[config.mk]
export PLATFORM = sky130hd
export DESIGN_NAME = digest_readout_ctrl
export DESIGN_NICKNAME = d
export VERILOG_FILES = /design/src/rtl/sha256_pkg.sv /design/src/rtl/digest_readout_ctrl.sv
export SDC_FILE = /design/constraint.sdc
export NUM_CORES = 1
export LEC_CHECK = 0
export CELL_PAD_IN_SITES_DETAIL_PLACEMENT = 0
export CELL_PAD_IN_SITES_GLOBAL_PLACEMENT = 2
export CORE_ASPECT_RATIO = 1.2
export CORE_MARGIN = 2
export CORE_UTILIZATION = 18
export CTS_BUF_LIST = sky130_fd_sc_hd__clkbuf_8
export CTS_CLUSTER_DIAMETER = 120
export DETAILED_ROUTE_END_ITERATION = 6
export PLACE_DENSITY = 0.91
export SLEW_MARGIN = 20
export SYNTH_ARGS = -nofsm -noshare
export SYNTH_HDL_FRONTEND = slang
export SYNTH_SLANG_ARGS = --single-unit
[constraint.sdc]
create_clock -name clk -period 4.1 [get_ports clk]
set_clock_uncertainty 0.2 [all_clocks]
set_input_delay 1.23 -clock clk [delete_from_list [all_inputs] [get_ports clk]]
set_output_delay 1.23 -clock clk [all_outputs]
set_load 0.02 [all_outputs]
[src/rtl/sha256_pkg.sv]
// Shared constants for the SHA-256 digest readout path: FSM states, buffer
// address map and the host byte-order helper.
package sha256_pkg;

  typedef enum logic [1:0] {
    ST_IDLE,
    ST_CAPTURE,
    ST_PRIME,
    ST_PRESENT
  } readout_state_t;

  localparam int         DIGEST_WORDS      = 8;
  localparam logic [3:0] DIGEST_ADDR_IDLE  = 4'd0;
  localparam logic [3:0] DIGEST_ADDR_FIRST = 4'd1;
  localparam logic [3:0] DIGEST_ADDR_LAST  = 4'd8;

  // Reverses byte order so a little-endian host sees words in its native order.
  function automatic logic [31:0] byte_swap32(input logic [31:0] word);
    return {word[7:0], word[15:8], word[23:16], word[31:24]};
  endfunction

endpackage

[src/rtl/digest_readout_ctrl.sv]
// Drains the eight digest words from output_buffer onto a valid/ready stream.
// Define DIGEST_READOUT_BSWAP_EN to present words byte-reversed for a little-endian host.
import sha256_pkg::*;

module digest_readout_ctrl (
  input  logic        clk,
  input  logic        rst_n,
  input  logic        hash_done,
  input  logic [31:0] buf_data,
  output logic        buf_en,
  output logic [3:0]  buf_addr,
  output logic [31:0] dout,
  output logic        dout_valid,
  input  logic        dout_ready,
  output logic        dout_last,
  output logic        busy,
  output logic        overrun
);

  readout_state_t state;
  logic [3:0]     k;

  always_ff @(posedge clk or negedge rst_n) begin
    if (!rst_n) begin
      state      <= ST_IDLE;
      k          <= DIGEST_ADDR_IDLE;
      buf_en     <= 1'b0;
      buf_addr   <= DIGEST_ADDR_IDLE;
      dout_valid <= 1'b0;
      dout_last  <= 1'b0;
      busy       <= 1'b0;
      overrun    <= 1'b0;
    end else begin
      buf_en <= 1'b0;
      // A new digest mid-readout is dropped so the buffer is never overwritten.
      if (hash_done && state != ST_IDLE) begin
        overrun <= 1'b1;
      end
      case (state)
        ST_IDLE: begin
          buf_addr   <= DIGEST_ADDR_IDLE;
          dout_valid <= 1'b0;
          dout_last  <= 1'b0;
          if (hash_done) begin
            state   <= ST_CAPTURE;
            buf_en  <= 1'b1;
            busy    <= 1'b1;
            overrun <= 1'b0;
          end
        end
        ST_CAPTURE: begin
          k        <= DIGEST_ADDR_FIRST;
          buf_addr <= DIGEST_ADDR_FIRST;
          state    <= ST_PRIME;
        end
        // The buffer output is registered, so word k appears one cycle after its address.
        ST_PRIME: begin
          state      <= ST_PRESENT;
          dout_valid <= 1'b1;
          dout_last  <= (k == DIGEST_ADDR_LAST);
        end
        ST_PRESENT: begin
          if (dout_ready) begin
            dout_valid <= 1'b0;
            dout_last  <= 1'b0;
            if (k == DIGEST_ADDR_LAST) begin
              state    <= ST_IDLE;
              busy     <= 1'b0;
              k        <= DIGEST_ADDR_IDLE;
              buf_addr <= DIGEST_ADDR_IDLE;
            end else begin
              k        <= k + 4'd1;
              buf_addr <= k + 4'd1;
              state    <= ST_PRIME;
            end
          end
        end
        default: begin
          state <= ST_IDLE;
        end
      endcase
    end
  end

`ifdef DIGEST_READOUT_BSWAP_EN
  assign dout = dout_valid ? byte_swap32(buf_data) : 32'd0;
`else
  assign dout = dout_valid ? buf_data : 32'd0;
`endif

endmodule

==> impl_metrics.yaml <==
run:
  cap_viol_max_count: 0
finish:
  final_area_mm2: 0.00178
  drive_gt1_frac: 0.0337
  nets: 217
  finalCoreUtilization: 0.359
  syn2layout_area_growth_pct: 93.1
  final.fill_count: 526
  n_antenna_cell: 0
floorplanning:
  die_area_mm2: 0.00570
  start_util: 0.186
  placeableCoreArea_mm2: 0.00494
  ios: 77
  row_count: 28
  die_h_um: 82.3
  die_w_um: 69.3
synth:
  synth_area_um2: 920
  synth_seq_cells: 15
  synth_area_leaders: "dfrtp_1 (41%), and2_1 (22%), a21oi_1 (3.3%)"
  synth_xor_xnor_area_share: 0.0190
  syn_area_per_cell_um2: 8.84
  yosysWarnings: 0
  ys.flop_type: "dfrtp_1"
  synth.distinct_cells: 30
  synth-compound-area-share: 0.141
  ys_seq_area_frac: 0.408
  synth_fp_nets: 142
  synth_edf_count: 0
  async_flop_share: 1.00
  synth_top_family_by_area: "simple AND/OR/NAND/NOR gates"
  synth_top_area_share: 0.408
  synthSimpleGateAreaFrac: 0.359
  synthMuxAreaShare: 0
  yosysTopAreaCell: "dfrtp_1"
  synth-adder-area-share: 0.0272
  netlist_instances: 104
placement:
  place.gp.congestion: 0.743
  hpwlAfterDp_um: 2110
  post-place-ws_ps: 261
  dpl_cell_area_mm2: 0.00173
  numPortBuffers: 76
setup_path:
  worstPathRequired_ps: 2670
  cp_data_arrival_time_ps: 2400
  crit_fanout: 1
  criticalPathCategory: "input pin to output port"
  r2r-start: "k[0]"
  start_kind: "input pin"
  end_kind: "output port"
  crit_start: "buf_data[6]"
sta:
  fin_ws_ps: 266
  rsz0062_at_grt: "false"
  finalCriticalPeriod_ps: 3830
  fin_crit_sh: 0.935
  finalSetupTns_ps: 0
  final_hold_viol_count: 0
  timing.hold.ws_ps: 303
  tightest_slew_ps: 689
  final_max_slew_viol_count: 0
  relSlewSlack: 0.539
  max_freq_ghz: 0.261
  setup_viol: 0
cts:
  insertion_delay_ps: 250
  post_cts_buffers: 0
  h-tree-depth: 1
  cts.sinks: 15
  cts_buffer_depth: 2
  cts_tree: "yes"
  cts_inserted_buffers: 3
  postCtsResizedCells: 0
  ctsHoldBuffers: 0
  clk_pin_slew_ps: 60
  root_buffer: "clkbuf_8"
route:
  remaining_drc_errors: 0
  drtAntennaViolNets: 0
  wirelength_um: 2730
  dr_total_vias: 977
  drt_iter0_markers: 19
  vias_per_cell: 4.11
  wire_per_inst_um: 11.5
  dr.pass1.iters: 4
outcome:
  status: "finished clean"
power_and_ir_drop:
  ir_worst_vdd_mv: 0.173
  leakagePower_nw: 0.716
  powerDensity_mw_per_mm2: 501
global_routing:
  grt_pass1_vias: 861
  grt_max_degree: 35
  grt_util_all_layers: 0.0875
  grt_overflow: 0
  antenna_found_initial: 0
  grt_first_pass_wirelength_um: 4150
worst_hold_path:
  hp-class: "flop to flop"
==> worst paths after layout <==
check                         endpoint  slack (ps)  cells past startpoint
min in group asynchronous         k[3]        1200                      1
min                               flop         300                      2
min reg2reg                       flop         300                      2
max                            dout[6]         270                      3
max in group asynchronous  buf_addr[0]        2060                      1
max reg2reg                buf_addr[0]        2410                      5
==> per-layer routing <==
layer	vias to the layer above	wire length, um	part of all wire	track usage
met5	-	0	0	0
met4	0	17	0.0062	0.0294
met3	2	265	0.097	0.0279
met2	51	1320	0.48	0.147
met1	430	1130	0.41	0.107
li1	494	-	-	-
==> layout make-up <==
class                           count  area (um^2)  area share
Tap cell                           60         75.1      0.0423
Clock buffer                        3         41.3      0.0233
Inverter                            4         15.0     0.00846
Timing Repair Buffer               76          761       0.428
Clock inverter                      1         5.00     0.00282
Multi-Input combinational cell     79          503       0.283
Sequential cell                    15          375       0.211
==> through the flow <==
step / total power [mW] / std cells
2_1_floorplan: 0.537 / 104
3_5_place_dp: 0.777 / 234
6_report: 0.889 / 238
3_3_place_gp: 0.775 / 234
5_1_grt: 0.948 / 238
4_1_cts: 0.900 / 238
==> worst max-delay path, cell delays in order <==
cell and delay, ps:
clkdlybuf4s50_1 450, and2_1 120, clkdlybuf4s50_1 610
==> sequential cells by signal (all words and copies together), names as in the netlist, named ones only <==
register,cells
state,2
buf_en,1
buf_addr,4
k,4
dout_last,1
dout_valid,1
busy,1
==> where the power goes <==
| group | internal [mW] | switching, mW |
|---|---|---|
| clock | 0.0673 | 0.0530 |
| sequential | 0.196 | 0.0664 |
| combinational | 0.273 | 0.234 |
==> placed cells by master, fill, tap and decap left out <==
master	instances
nand2_1	8
clkdlybuf4s50_1	76
a32oi_1	1
o31ai_1	1
and3_1	1
nand3b_1	1
a311o_1	1
a21oi_1	6
a31o_1	1
nor4b_1	1
ha_1	2
nor2_1	4
o21ai_1	1
nand3_1	4
inv_1	4
and3b_2	1
o21ai_0	2
clkinv_2	1
o41ai_2	1
and2_0	1
nor2b_1	2
and2b_1	1
a22o_1	1
a31oi_1	1
a32o_1	1
clkbuf_8	3
o2bb2ai_1	1
xnor2_1	1
xor2_1	1
dfrtp_1	15
and2_1	33
==> kinds of logic (layout without fill, tap and decap cells) <==
kind of cell	Yosys count	in the layout
AND/OR/NAND/NOR	57	57
flip-flops	15	15
XOR/XNOR	2	2
buffers and inverters	10	84
AO/OA/AOI/OAI	18	18
adder cells (fa/ha/maj)	2	2
==> synth_stat cells (2+ instances only) <==
cell / instances
nor2b_1: 2
buf_2: 3
nand3_1: 4
inv_1: 4
dfrtp_1: 15
o21ai_0: 2
and2_1: 33
nor2_1: 4
a21oi_1: 6
nand2_1: 8
clkbuf_1: 3
ha_1: 2
(Power assumes the default switching activity.)
